===== src/rtl/rgmii_idelay_calibrator_pkg.sv =====
// Shared definitions for the RGMII receive IDELAY calibrator: tap width,
// sequencer states and the helper that picks the centre of a passing run.
package rgmii_idelay_pkg;

   localparam int TAP_BITS = 5;

   typedef enum logic [2:0] {
      WAIT_RDY,
      LOAD,
      SETTLE,
      MEASURE,
      EVAL,
      APPLY,
      DONE
   } calState_t;

   // Centre of a run of passing taps, rounded down. The caller guarantees
   // runLength is non-zero.
   function automatic int unsigned centreTap(input int unsigned runStart,
                                             input int unsigned runLength);
      return runStart + ((runLength - 1) >> 1);
   endfunction

endpackage


===== src/rtl/rgmii_idelay_calibrator_if.sv =====
// Signal bundle between the calibrator and the IDELAYE2 / RX-path side.
// The master modport is the calibrator itself; the slave modport is the
// surrounding logic that supplies ready/start/good/bad and consumes the taps.
interface rgmii_idelay_calibrator_if
   import rgmii_idelay_pkg::*;
#(
   parameter int TAP_BITS = rgmii_idelay_pkg::TAP_BITS
);

   logic                io_idelayctrl_ready;
   logic                io_start;
   logic                io_good;
   logic                io_bad;
   logic [TAP_BITS-1:0] io_tap_value;
   logic                io_tap_load;
   logic                io_busy;
   logic                io_done;
   logic                io_fail;
   logic [TAP_BITS-1:0] io_best_start;
   logic [TAP_BITS:0]   io_best_length;

   modport master (
      input  io_idelayctrl_ready,
      input  io_start,
      input  io_good,
      input  io_bad,
      output io_tap_value,
      output io_tap_load,
      output io_busy,
      output io_done,
      output io_fail,
      output io_best_start,
      output io_best_length
   );

   modport slave (
      output io_idelayctrl_ready,
      output io_start,
      output io_good,
      output io_bad,
      input  io_tap_value,
      input  io_tap_load,
      input  io_busy,
      input  io_done,
      input  io_fail,
      input  io_best_start,
      input  io_best_length
   );

endinterface


===== src/rtl/rgmii_idelay_calibrator_eye_tracker.sv =====
// Longest-passing-run tracker. Fed one pass/fail verdict per tap in
// ascending tap order; remembers the earliest longest run of consecutive
// passes. Runs never wrap from the top tap back to tap 0.
module idelay_eye_tracker
   import rgmii_idelay_pkg::*;
#(
   parameter int TAP_BITS = rgmii_idelay_pkg::TAP_BITS
) (
   input  logic                clock,
   input  logic                reset,
   input  logic                clear_i,
   input  logic                eval_i,
   input  logic                pass_i,
   input  logic [TAP_BITS-1:0] tap_i,
   output logic [TAP_BITS-1:0] bestStart_o,
   output logic [TAP_BITS:0]   bestLength_o
);

   logic [TAP_BITS-1:0] curStart_q, curStart_d;
   logic [TAP_BITS:0]   curLen_q, curLen_d;
   logic [TAP_BITS-1:0] bestStart_q, bestStart_d;
   logic [TAP_BITS:0]   bestLength_q, bestLength_d;
   logic [TAP_BITS-1:0] runStart;
   logic [TAP_BITS:0]   runLen;

   // Extend or break the current run on each verdict; a strictly longer
   // run replaces the best one so ties keep the earliest.
   always_comb begin
      curStart_d   = curStart_q;
      curLen_d     = curLen_q;
      bestStart_d  = bestStart_q;
      bestLength_d = bestLength_q;
      runStart     = (curLen_q == '0) ? tap_i : curStart_q;
      runLen       = curLen_q + (TAP_BITS+1)'(1);
      if (clear_i) begin
         curStart_d   = '0;
         curLen_d     = '0;
         bestStart_d  = '0;
         bestLength_d = '0;
      end else if (eval_i) begin
         if (pass_i) begin
            curStart_d = runStart;
            curLen_d   = runLen;
            if (runLen > bestLength_q) begin
               bestStart_d  = runStart;
               bestLength_d = runLen;
            end
         end else begin
            curLen_d = '0;
         end
      end
   end

   // Run and best-run registers.
   always_ff @(posedge clock) begin
      if (reset) begin
         curStart_q   <= '0;
         curLen_q     <= '0;
         bestStart_q  <= '0;
         bestLength_q <= '0;
      end else begin
         curStart_q   <= curStart_d;
         curLen_q     <= curLen_d;
         bestStart_q  <= bestStart_d;
         bestLength_q <= bestLength_d;
      end
   end

   assign bestStart_o  = bestStart_q;
   assign bestLength_o = bestLength_q;

endmodule


===== src/rtl/rgmii_idelay_calibrator.sv =====
// RGMII receive IDELAY calibrator. Once IDELAYCTRL is ready it steps the
// shared RXD/RX_CTL tap through every value, lets each tap settle, scores
// a measurement window of good/bad RX pulses, then loads the centre of the
// longest passing run (or the default tap if nothing passed).
module rgmii_idelay_calibrator
   import rgmii_idelay_pkg::*;
#(
   parameter int TAP_BITS      = rgmii_idelay_pkg::TAP_BITS,
   parameter int SETTLE_CYCLES = 64,
   parameter int WINDOW_CYCLES = 65536,
   parameter int MIN_GOOD      = 4,
   parameter int DEFAULT_TAP   = 13
) (
   input logic clock,
   input logic reset,
   rgmii_idelay_calibrator_if.master bus
);

   localparam int MAX_PHASE = (SETTLE_CYCLES > WINDOW_CYCLES) ? SETTLE_CYCLES : WINDOW_CYCLES;
   localparam int CNT_W     = $clog2(MAX_PHASE + 1);
   localparam int GOOD_W    = 16;
   localparam logic [TAP_BITS-1:0] TAP_MAX = {TAP_BITS{1'b1}};

   calState_t           state_q, state_d;
   logic [TAP_BITS-1:0] tap_q, tap_d;
   logic                fail_q, fail_d;
   logic [CNT_W-1:0]    cnt_q, cnt_d;
   logic [GOOD_W-1:0]   goodCount_q, goodCount_d;
   logic                badSeen_q, badSeen_d;

   logic                tapLoad;
   logic [TAP_BITS-1:0] tapOut;
   logic                trackClear;
   logic                trackEval;
   logic                tapPass;
   logic [TAP_BITS-1:0] bestStart;
   logic [TAP_BITS:0]   bestLength;
   logic [TAP_BITS-1:0] centre;

   assign tapPass = !badSeen_q && (goodCount_q >= GOOD_W'(MIN_GOOD));
   assign centre  = TAP_BITS'(centreTap(32'(bestStart), 32'(bestLength)));

   // Sequencer: next state, tap/score updates and the LD strobe. Losing
   // IDELAYCTRL ready mid-sweep abandons the sweep without touching the tap.
   always_comb begin
      state_d     = state_q;
      tap_d       = tap_q;
      fail_d      = fail_q;
      cnt_d       = cnt_q;
      goodCount_d = goodCount_q;
      badSeen_d   = badSeen_q;
      tapLoad     = 1'b0;
      tapOut      = tap_q;
      trackClear  = 1'b0;
      trackEval   = 1'b0;
      case (state_q)
         WAIT_RDY: begin
            if (bus.io_idelayctrl_ready) begin
               state_d     = LOAD;
               tap_d       = '0;
               fail_d      = 1'b0;
               cnt_d       = '0;
               goodCount_d = '0;
               badSeen_d   = 1'b0;
               trackClear  = 1'b1;
            end
         end
         DONE: begin
            if (bus.io_start) begin
               state_d = WAIT_RDY;
            end
         end
         default: begin
            if (!bus.io_idelayctrl_ready) begin
               state_d = WAIT_RDY;
            end else begin
               case (state_q)
                  LOAD: begin
                     tapLoad = 1'b1;
                     cnt_d   = '0;
                     state_d = SETTLE;
                  end
                  SETTLE: begin
                     if (cnt_q == CNT_W'(SETTLE_CYCLES - 1)) begin
                        cnt_d   = '0;
                        state_d = MEASURE;
                     end else begin
                        cnt_d = cnt_q + CNT_W'(1);
                     end
                  end
                  MEASURE: begin
                     if (bus.io_good && (goodCount_q != '1)) begin
                        goodCount_d = goodCount_q + GOOD_W'(1);
                     end
                     if (bus.io_bad) begin
                        badSeen_d = 1'b1;
                     end
                     if (cnt_q == CNT_W'(WINDOW_CYCLES - 1)) begin
                        cnt_d   = '0;
                        state_d = EVAL;
                     end else begin
                        cnt_d = cnt_q + CNT_W'(1);
                     end
                  end
                  EVAL: begin
                     trackEval   = 1'b1;
                     goodCount_d = '0;
                     badSeen_d   = 1'b0;
                     if (tap_q == TAP_MAX) begin
                        state_d = APPLY;
                     end else begin
                        tap_d   = tap_q + TAP_BITS'(1);
                        state_d = LOAD;
                     end
                  end
                  APPLY: begin
                     tapLoad = 1'b1;
                     if (bestLength == '0) begin
                        tap_d  = TAP_BITS'(DEFAULT_TAP);
                        fail_d = 1'b1;
                     end else begin
                        tap_d = centre;
                     end
                     tapOut  = tap_d;
                     state_d = DONE;
                  end
                  default: begin
                     state_d = WAIT_RDY;
                  end
               endcase
            end
         end
      endcase
   end

   // Sequencer registers; reset parks the tap at the default value.
   always_ff @(posedge clock) begin
      if (reset) begin
         state_q     <= WAIT_RDY;
         tap_q       <= TAP_BITS'(DEFAULT_TAP);
         fail_q      <= 1'b0;
         cnt_q       <= '0;
         goodCount_q <= '0;
         badSeen_q   <= 1'b0;
      end else begin
         state_q     <= state_d;
         tap_q       <= tap_d;
         fail_q      <= fail_d;
         cnt_q       <= cnt_d;
         goodCount_q <= goodCount_d;
         badSeen_q   <= badSeen_d;
      end
   end

   idelay_eye_tracker #(
      .TAP_BITS (TAP_BITS)
   ) eyeTracker (
      .clock        (clock),
      .reset        (reset),
      .clear_i      (trackClear),
      .eval_i       (trackEval),
      .pass_i       (tapPass),
      .tap_i        (tap_q),
      .bestStart_o  (bestStart),
      .bestLength_o (bestLength)
   );

   assign bus.io_tap_value   = tapOut;
   assign bus.io_tap_load    = tapLoad;
   assign bus.io_busy        = (state_q != WAIT_RDY) && (state_q != DONE);
   assign bus.io_done        = (state_q == DONE);
   assign bus.io_fail        = fail_q;
   assign bus.io_best_start  = bestStart;
   assign bus.io_best_length = bestLength;

endmodule


===== src/flat_wrapper.sv =====
// flat-port wrapper written by rule: the top's interface ports become plain ports
module rgmii_idelay_calibrator_flat import rgmii_idelay_pkg::*;
#(
   parameter int TAP_BITS      = rgmii_idelay_pkg::TAP_BITS,
   parameter int SETTLE_CYCLES = 64,
   parameter int WINDOW_CYCLES = 65536,
   parameter int MIN_GOOD      = 4,
   parameter int DEFAULT_TAP   = 13
)
  (clock, reset, bus_io_idelayctrl_ready, bus_io_start, bus_io_good, bus_io_bad, bus_io_tap_value, bus_io_tap_load, bus_io_busy, bus_io_done, bus_io_fail, bus_io_best_start, bus_io_best_length);
  rgmii_idelay_calibrator_if #(.TAP_BITS(TAP_BITS)) bus_i ();
  input logic clock;
  input logic reset;
  input wire logic [$bits(bus_i.io_idelayctrl_ready)-1:0] bus_io_idelayctrl_ready;
  input wire logic [$bits(bus_i.io_start)-1:0] bus_io_start;
  input wire logic [$bits(bus_i.io_good)-1:0] bus_io_good;
  input wire logic [$bits(bus_i.io_bad)-1:0] bus_io_bad;
  output wire logic [$bits(bus_i.io_tap_value)-1:0] bus_io_tap_value;
  output wire logic [$bits(bus_i.io_tap_load)-1:0] bus_io_tap_load;
  output wire logic [$bits(bus_i.io_busy)-1:0] bus_io_busy;
  output wire logic [$bits(bus_i.io_done)-1:0] bus_io_done;
  output wire logic [$bits(bus_i.io_fail)-1:0] bus_io_fail;
  output wire logic [$bits(bus_i.io_best_start)-1:0] bus_io_best_start;
  output wire logic [$bits(bus_i.io_best_length)-1:0] bus_io_best_length;
  assign bus_i.io_idelayctrl_ready = bus_io_idelayctrl_ready;
  assign bus_i.io_start = bus_io_start;
  assign bus_i.io_good = bus_io_good;
  assign bus_i.io_bad = bus_io_bad;
  assign bus_io_tap_value = bus_i.io_tap_value;
  assign bus_io_tap_load = bus_i.io_tap_load;
  assign bus_io_busy = bus_i.io_busy;
  assign bus_io_done = bus_i.io_done;
  assign bus_io_fail = bus_i.io_fail;
  assign bus_io_best_start = bus_i.io_best_start;
  assign bus_io_best_length = bus_i.io_best_length;
  rgmii_idelay_calibrator #(.TAP_BITS(TAP_BITS), .SETTLE_CYCLES(SETTLE_CYCLES), .WINDOW_CYCLES(WINDOW_CYCLES), .MIN_GOOD(MIN_GOOD), .DEFAULT_TAP(DEFAULT_TAP)) u_core (.clock(clock), .reset(reset), .bus(bus_i));
endmodule

===== config.mk =====
export PLATFORM = sky130hd
export DESIGN_NAME = rgmii_idelay_calibrator_flat
export DESIGN_NICKNAME = d
export VERILOG_FILES = /design/src/rtl/rgmii_idelay_calibrator_pkg.sv /design/src/rtl/rgmii_idelay_calibrator_if.sv /design/src/rtl/rgmii_idelay_calibrator_eye_tracker.sv /design/src/rtl/rgmii_idelay_calibrator.sv /design/src/flat_wrapper.sv
export SDC_FILE = /design/constraint.sdc
export NUM_CORES = 1
export LEC_CHECK = 0
export ABC_AREA = 1
export BUFFER_PORTS_ARGS = -buffer_cell sky130_fd_sc_hd__buf_2
export CAP_MARGIN = 5
export CORE_UTILIZATION = 56
export DETAILED_ROUTE_END_ITERATION = 6
export PLACE_DENSITY = 0.85
export SLEW_MARGIN = 10
export SYNTH_ARGS = -nofsm -noshare
export SYNTH_HDL_FRONTEND = slang
export SYNTH_HIERARCHICAL = 1
export SYNTH_SLANG_ARGS = --single-unit

===== constraint.sdc =====
create_clock -name clock -period 1.9 [get_ports clock]
set_input_delay 0.285 -clock clock [delete_from_list [all_inputs] [get_ports clock]]
set_output_delay 0.285 -clock clock [all_outputs]
set_load 0.1 [all_outputs]

==> results of run 1 <==
## timing repair
action	CTS	global route
endpoints found under the setup margin	40	67
pin swaps	28	56
hold endpoints to repair	0	0
resized for setup	77	94
cloned	4	5
setup buffers	31	22
## worst paths after layout
path / startpoint / endpoint / depth (start not counted)
setup / recovery: u_core/eyeTracker/bestLength_o[2] / bus_io_tap_value[4] / 12
hold / removal: reset / u_core/tap_q[4] / 2
setup reg to reg: u_core/eyeTracker/bestLength_o[2] / u_core/tap_q[4] / 15
hold reg to reg: u_core/eyeTracker/bestLength_o[5] / u_core/eyeTracker/bestLength_o[5] / 2
## metrics by stage
| step | total power, mW | cell area, sq um | std cells |
|---|---|---|---|
| final | 5.273 | 6867 | 973 |
| after CTS | 4.824 | 6354 | 956 |
| after detailed placement | 3.600 | 5568 | 909 |
| after global placement | 3.543 | 5568 | 909 |
| after floorplan | 2.948 | 4762 | 729 |
| after global routing | 5.427 | 6867 | 973 |
## kinds of logic (layout without fill, tap and decap cells)
logic type	Yosys count	in the layout	share of synthesized area [%]
AOI/OAI and AO/OA	94	94	11.42
xor gates and xnor gates	17	17	3.305
adders and majority gates	22	22	6.278
buffers and inverters	122	262	10.72
DFF	65	65	28.89
and+or+nand+nor	409	411	39.39
## worst max-delay path: cells and delay by family, from the launching register on
kind	cells	cell delay, ps
compound gates	1	160
fa+ha+maj	1	360
xor+xnor	1	150
simple gates	7	840
flops	1	380
buf+inv	2	260
## routing by layer
| layer | track usage, % | vias up | wire (um) |
|---|---|---|---|
| li1 | - | 2621 | - |
| met3 | 8.292 | 184 | 1718 |
| met5 | 0 | - | 0 |
| met4 | 20.24 | 0 | 1515 |
| met2 | 67.61 | 503 | 8924 |
| met1 | 41.20 | 2695 | 6641 |
## power by group through the flow
| stage | clock, mW | sequential, mW | combinational (mW) |
|---|---|---|---|
| global placement | 0 | 1.55 | 1.99 |
| floorplan | 0 | 1.55 | 1.40 |
| detailed placement | 0 | 1.56 | 2.04 |
| global route | 1.25 | 1.54 | 2.64 |
| finish | 1.19 | 1.54 | 2.55 |
| CTS | 1.16 | 1.53 | 2.14 |
## synthesized netlist by cell type (all sizes together), types with 6 or more instances
| master | n |
|---|---|
| nand3b | 9 |
| nand2 | 213 |
| o21ai | 20 |
| dfxtp | 65 |
| xor2 | 13 |
| nor2 | 88 |
| nand4 | 19 |
| a21oi | 62 |
| buf | 11 |
| nand3 | 66 |
| nor3 | 6 |
| inv | 105 |
| ha | 21 |
## flip-flops by register name, summed over array words and instances (netlist names)
| register | count |
|---|---|
| u_core/state_q | 3 |
| u_core/eyeTracker/curLen_q | 6 |
| u_core/eyeTracker/bestStart_o | 5 |
| u_core/tap_q | 5 |
| u_core/bus.io_fail | 1 |
| u_core/eyeTracker/curStart_q | 5 |
| u_core/eyeTracker/bestLength_o | 6 |
| u_core/goodCount_q | 16 |
| u_core/badSeen_q | 1 |
| u_core/cnt_q | 17 |
## cell type report
class,instances,area (sq um)
clock inverters,4,43.79
well taps,102,127.6
fillers,363,900.9
clock buffers,12,135.1
inverters,106,415.4
repair buffers,139,1251
repair inverters,1,7.507
multi-input cells,544,3550
flip-flops and latches,65,1336
==> results.yml, run 1 <==
synthesis:
  syn_inst: 729
  syn_avg_cell_area_sq_um: 6.179
  yosysWarnings: 6
  synth.cell_area_sq_um: 4504
  synthArstFlopShare_pct: 0
  synth_top_area_cell: "dfxtp_1"
  synth_top_area_share_pct: 28.89
  syn_nets: 757
  synth-main-ff-cell: "dfxtp_1"
  synth_edf_count: 0
  ys_ff_latch: 65
  synth_area_leaders: "dfxtp_1 (29%), nand2_1 (18%), inv_1 (8.1%)"
  synth_cell_type_count: 35
  ys_seq_area_share_pct: 28.89
worst_setup_path:
  crit_type: "reg -> out"
  critPathArrivalTime_ps: 2520
  slowest_stage: "dfxtp_4"
  path_common_cell: "nand2_1"
  cp-start-kind: "flop"
  worstPathCellList: "nor2_2, nand2_2, xor2_1, ha_1, nand2_1, nand2_1, nor2_2, inv_1, nand2_1, nand3_2, o21ai_4, buf_12"
  rrSetupSlack_ps: -510
  crit_fanout: 4
  required_ps: 1620
  endpoint_kind: "output pin"
  cpPeakStageDelay_ps: 380
timing:
  worst_clock_skew_ps: 21.01
  fin_hold_ws_ps: 243.6
  setup-tns-final_ps: -13390
  slew_headroom_pct: 66.72
  hold_violations: 0
  setup_viol_count_final: 40
  finalCritPeriodShare_pct: 147.9
  fin_crit_ps: 2810
  fmax_mhz: 355.9
  slew_viol_final: 0
  worst_slack_ps: -909.7
  worst_pin_slew_ps: 498.6
  grt_setup_unrepaired: "yes"
clocking:
  cts_tree: "built"
  numCtsBuffers: 9
  cts_max_level: 3
  cts_sinks: 65
  clockBufferDepth: 2
  clock_latency_ps: 360
  clk_pin_slew_ps: 90
  cts-root-buf: "clkbuf_8"
  hold_buffers: 0
detailed_routing:
  vias: 6003
  drc: 1
  drtAntennaViolNets: 0
  drt-pass1-iter-count: 7
  drt_iter0_markers: 646
  wire_per_inst_um: 19.32
  vias_per_cell: 6.170
  finalWirelength_um: 18800
place:
  place_hpwl_um: 8972
  pre_cts_slack_ps: -347.4
  io_buffers: 25
  place_congestion: 0.9440
flow_run:
  maxCapViolCount: 0
floorplan:
  boundaryPins: 26
  dieArea_sq_um: 8406
  die_x_um: 91.69
  die_h_um: 91.69
  core_area_sq_um: 7767
  rows: 32
  start_util_pct: 57.99
outcome:
  violations: "design-rule violations, negative setup slack"
  status: "complete, but fails checks"
power:
  clkPwrFrac_pct: 22.5
  powerDensity_nw_per_um2: 767.9
  p_int_mw: 2.854
  ir_drop_uv: 1572
  p_leak_nw: 2.902
  net-switching-power_mw: 2.419
  sw_frac_of_total_pct: 45.87
  seq_power_share_pct: 29.1
  p_comb_share_pct: 48.4
finish:
  final_cell_mix: "nand2_1 (175), buf_4 (92), inv_1 (80), nor2_1 (67), dfxtp_1 (49)"
  final_common_cell: "nand2_1"
  fin_nets: 894
  areaGrowthSynthToFinish_pct: 52.44
  drive_above_1_share_pct: 39.38
  utilization_pct: 88.40
  num_antenna_cells: 0
global_routing:
  grt_max_degree: 29
  grt_pass1_vias: 5594
  grt_pass1_wl_um: 25360
  grt_overflow_total: 0
  grtUsageTotal_pct: 37.69
  antenna_found_initial: 0
worst_hold_path:
  hp-class: "in -> reg"
Power figures use the tool's default switching activity.
==> run 2: changes to the inputs <==
- BUFFER_PORTS_ARGS: -buffer_cell sky130_fd_sc_hd__buf_2 -> -buffer_cell sky130_fd_sc_hd__clkbuf_2
==> results.yml, run 2 (same netlist as run 1, synthesis figures left out) <==
detailed_routing:
  drt-pass1-iter-count: 7
  top_layer: "met4"
  drt-met1-wl_um: 6680
  wl_met3_um: 2288
  finalWirelength_um: 20400
  wire_per_inst_um: 20.88
  drt_iter0_markers: 765
  drtAntennaViolNets: 0
  drc: 0
  wl_met2_um: 9246
  vias_per_cell: 6.461
  vias: 6312
floorplan:
  die_h_um: 91.69
  rows: 32
  boundaryPins: 26
  die_x_um: 91.69
  core_area_sq_um: 7767
  start_util_pct: 57.99
  dieArea_sq_um: 8406
timing:
  setup-tns-final_ps: -17620
  grt_setup_unrepaired: "yes"
  fin_crit_ps: 2781
  fmax_mhz: 359.6
  worst_slack_ps: -881.1
  slew_headroom_pct: 62.72
  hold_violations: 0
  worst_pin_slew_ps: 561.6
  fin_hold_ws_ps: 188.5
  worst_clock_skew_ps: 19.84
  setup_viol_count_final: 55
  slew_viol_final: 0
  finalCritPeriodShare_pct: 146.4
clocking:
  numCtsBuffers: 9
  cts_tree: "built"
  cts_max_level: 3
  hold_buffers: 0
  clockBufferDepth: 2
  cts-root-buf: "clkbuf_8"
  cts_sinks: 65
  clock_latency_ps: 370
  clk_pin_slew_ps: 100
finish:
  final_cell_mix: "nand2_1 (180), buf_4 (91), inv_1 (83), nor2_1 (65), dfxtp_1 (47)"
  stdcell_area_sq_um: 6924
  final_common_cell: "nand2_1"
  drive_above_1_share_pct: 39.24
  largest_reg_flops: 17
  fin_nets: 897
  fill_cells: 333
  top_register: "u_core/cnt_q"
  reg_top3: "u_core/cnt_q x17, u_core/goodCount_q x16"
  areaGrowthSynthToFinish_pct: 53.72
worst_setup_path:
  required_ps: 1620
  crit_type: "reg -> out"
  critPathArrivalTime_ps: 2500
  endpoint_kind: "output pin"
  crit_fanout: 3
  cp-start-kind: "flop"
flow_run:
  maxCapViolCount: 0
global_routing:
  grt_max_degree: 33
  antenna_found_initial: 1
  grtUsageTotal_pct: 37.02
  grt_pass1_vias: 5543
  grt_pass1_wl_um: 25100
  grt_overflow_total: 0
place:
  dpl_cell_area_sq_um: 5535
  place_hpwl_um: 8958
  io_buffers: 25
  place_congestion: 0.9403
power:
  powerDensity_nw_per_um2: 755.5
  ir_drop_uv: 1187
  p_leak_nw: 2.932
outcome:
  violations: "negative setup slack"
  status: "complete, but fails checks"
worst_hold_path:
  hp-class: "in -> reg"
[run 2: area by class of cell]
class	instances	area, sq um	area share [%]
diodes	1	2.502	0.03614
clock buffers	10	127.6	1.843
clock inverters	6	58.81	0.8493
inverters	106	419.2	6.053
multi-input cells	544	3586	51.79
flip-flops and latches	65	1344	19.41
well taps	102	127.6	1.843
repair buffers	143	1259	18.18
[run 2: worst paths after layout]
path	from	cells past startpoint	slack (ps)	end
hold reg to reg	u_core/badSeen_q	2	510	u_core/badSeen_q
setup reg to reg	u_core/eyeTracker/curLen_q[0]	13	-680	u_core/eyeTracker/bestStart_o[2]
setup / recovery	u_core/eyeTracker/bestLength_o[1]	13	-880	bus_io_tap_value[4]
hold / removal	reset	2	190	u_core/tap_q[4]
[run 2: where the power goes]
part           switching [mW]  leakage [nW]  internal (mW)
logic                    1.76          2.31          0.725
clock network           0.601        0.0897          0.598
registers               0.109         0.537           1.44
[run 2: layer usage]
metal  vias up  GRT usage, %
li1       2619             -
met1      2811         41.61
met2       620         66.42
met3       262         6.799
met4         0         19.05
met5         -             0
[run 2: timing repair]
| action | 4_1_cts | 5_1_grt |
|---|---|---|
| setup buffers | 41 | 19 |
| gates cloned | 5 | 1 |
| gates resized for setup | 88 | 99 |
| pin swaps | 58 | 68 |
| setup endpoints to repair | 39 | 59 |
[run 2: worst max-delay path, cell delays in order (launching register included)]
cell and delay, ps:
dfxtp_4 370, inv_6 80, nand2_2 80, nor2_4 160
xor2_2 210, ha_1 320, nand2_1 100, nor2_2 40
nor2_2 120, inv_1 60, nand2_1 70, nand3_2 120
o21ai_4 190, buf_12 190
[run 2: through the flow]
stage	utilization [%]	power (mW)	std cells	setup WS, ps
floorplan	-	2.948	729	-767.6
global placement	71.26	3.514	908	-316.7
detailed placement	71.26	3.566	908	-407.0
CTS	82.75	4.791	966	-674.4
global route	89.11	5.371	976	-924.3
finish	89.14	5.231	977	-881.1
==> run 3: changes to the inputs <==
- CELL_PAD_IN_SITES_DETAIL_PLACEMENT: unset -> 0
- CELL_PAD_IN_SITES_GLOBAL_PLACEMENT: unset -> 1
- CORE_UTILIZATION: 56 -> 39
- CTS_CLUSTER_DIAMETER: unset -> 150
- PLACE_DENSITY: 0.85 -> 0.84
==> results.yml, run 3 (same netlist as run 1, synthesis figures left out) <==
detailed_routing:
  wire_per_inst_um: 14.41
  drt-pass1-iter-count: 5
  vias: 5227
  drtAntennaViolNets: 0
  drt_iter0_markers: 296
  vias_per_cell: 5.145
  finalWirelength_um: 14640
  drc: 0
clocking:
  cts_tree: "built"
  hold_buffers: 0
  cts_max_level: 3
  cts_sinks: 65
  clockBufferDepth: 2
  clock_latency_ps: 330
  cts-root-buf: "clkbuf_16"
  clk_pin_slew_ps: 50
  numCtsBuffers: 9
worst_setup_path:
  crit_start: "u_core/eyeTracker/bestLength_o[0]"
  worstPathCellList: "inv_6, ha_4, nand2_4, xor2_1, ha_1, nand2_1, nand2_1, nor2_2, inv_1, nand2_1, nand3_2, o21ai_4, buf_12"
  worstRegToRegCells: 19
  r2r_start: "u_core/eyeTracker/bestLength_o[0]"
  slowest_stage: "dfxtp_4"
  required_ps: 1620
  critPathArrivalTime_ps: 2360
  crit_fanout: 4
  crit_type: "reg -> out"
  path_common_cell: "nand2_1"
  cp-start-kind: "flop"
  endpoint_kind: "output pin"
  cpPeakStageDelay_ps: 360
  rrSetupSlack_ps: -610
  timing.rr.end: "u_core/tap_q[4]"
timing:
  grt_setup_unrepaired: "yes"
  slew_headroom_pct: 63.87
  fin_crit_ps: 2642
  slew_viol_final: 0
  hold_violations: 0
  worst_pin_slew_ps: 544.3
  finalCritPeriodShare_pct: 139.0
  fmax_mhz: 378.5
  worst_clock_skew_ps: 10.91
  worst_slack_ps: -741.7
  setup_viol_count_final: 39
finish:
  reg_top3: "u_core/cnt_q x17, u_core/goodCount_q x16"
  fin_nets: 899
  drive_above_1_share_pct: 38.58
  final_cell_mix: "nand2_1 (184), buf_4 (99), inv_1 (82), nor2_1 (67), dfxtp_1 (49)"
  largest_reg_flops: 17
  top_register: "u_core/cnt_q"
  final_common_cell: "nand2_1"
  fill_cells: 932
  areaGrowthSynthToFinish_pct: 57.39
  utilization_pct: 64.27
  multiInputGateArea_sq_um: 3540
  num_antenna_cells: 0
  seqCellArea_sq_um: 1336
place:
  place_congestion: 0.9129
  io_buffers: 25
  pre_cts_slack_ps: -381.1
  place_hpwl_um: 9271
power:
  p_leak_nw: 3.003
  powerDensity_nw_per_um2: 770.4
  ir_drop_uv: 1084
outcome:
  status: "complete, but fails checks"
  violations: "negative setup slack"
global_routing:
  antenna_found_initial: 0
  grt_pass1_vias: 5140
  met3_usage_pct: 4.268
  grt_pass1_wl_um: 23230
  grtUsageTotal_pct: 24.72
  busiest_layer: "met2"
  met2_usage_pct: 45.42
  gr-usage-met1_pct: 28.26
  grt_overflow_total: 0
  grt_max_degree: 29
floorplan:
  rows: 38
  boundaryPins: 26
  dieArea_sq_um: 11980
  die_h_um: 109.5
  start_util_pct: 40.83
  core_area_sq_um: 11030
  die_x_um: 109.5
worst_hold_path:
  whs_path_depth: 2
  hold_start: "reset"
  hold_end: "u_core/tap_q[4]"
  hp-class: "in -> reg"
flow_run:
  maxCapViolCount: 0
-- run 3: cell count changes in the layout (fill, tap and decap cells not counted), moves of 5 or more --
cell       previous run  this run
nand2_2              22        16
nand3_2              17        22
clkbuf_8              9         0
buf_4                91        99
buf_6                24        12
buf_12                8        13
nand3_4              12         6
clkbuf_16             0         9
-- run 3: worst max path at each step --
stage / end / slack (ps) / cells past startpoint
2_1_floorplan: bus_io_tap_value[1] / -770 / 7
3_3_place_gp: bus_io_tap_value[3] / -310 / 13
3_5_place_dp: bus_io_tap_value[3] / -380 / 13
4_1_cts: bus_io_tap_value[3] / -690 / 13
5_1_grt: bus_io_tap_value[4] / -850 / 13
6_report: bus_io_tap_value[4] / -740 / 13
-- run 3: cell type report --
cell class	instances	share of cell area, %
Clock buffer	10	3.230
Clock inverter	6	0.8295
Inverter	106	5.807
Multi-Input combinational cell	543	49.93
Sequential cell	65	18.85
Tap cell	140	2.471
Timing Repair Buffer	146	18.88
-- run 3: critical path: cells and delay by family, from the launching register on --
kind,cells,cell delay [ps]
flops,1,360
fa+ha+maj,2,500
simple gates,6,540
compound gates,1,160
buf+inv,3,310
xor+xnor,1,160
-- run 3: layer usage --
layer / share of wire [%] / up-vias
met5: 0 / -
met4: 2.2 / 0
met3: 3.0 / 28
met2: 52 / 115
met1: 43 / 2463
li1: - / 2621
-- run 3: timing repair --
item | CTS | global route
pin swaps | 51 | 49
gates cloned | 6 | 0
endpoints found under the setup margin | 39 | 66
resized for setup | 72 | 86
setup buffers | 33 | 18
-- run 3: per-stage QoR --
stage / setup TNS (ps) / power [mW] / instances / instance area (sq um) / hold WS, ps
4_1_cts: -6601 / 5.398 / 1007 / 6660 / 251.7
3_5_place_dp: -7369 / 3.675 / 957 / 5703 / 449.3
2_1_floorplan: -3282 / 2.948 / 729 / 4762 / 425.0
5_1_grt: -14500 / 5.718 / 1016 / 7089 / 272.5
3_3_place_gp: -5886 / 3.645 / 957 / 5703 / 444.2
6_report: -10260 / 5.462 / 1016 / 7089 / 254.6
-- run 3: power breakdown --
part	internal, mW	leakage [nW]	switching, mW
Sequential	1.44	0.535	0.0714
Clock	1.01	0.146	0.603
Combinational	0.777	2.32	1.57
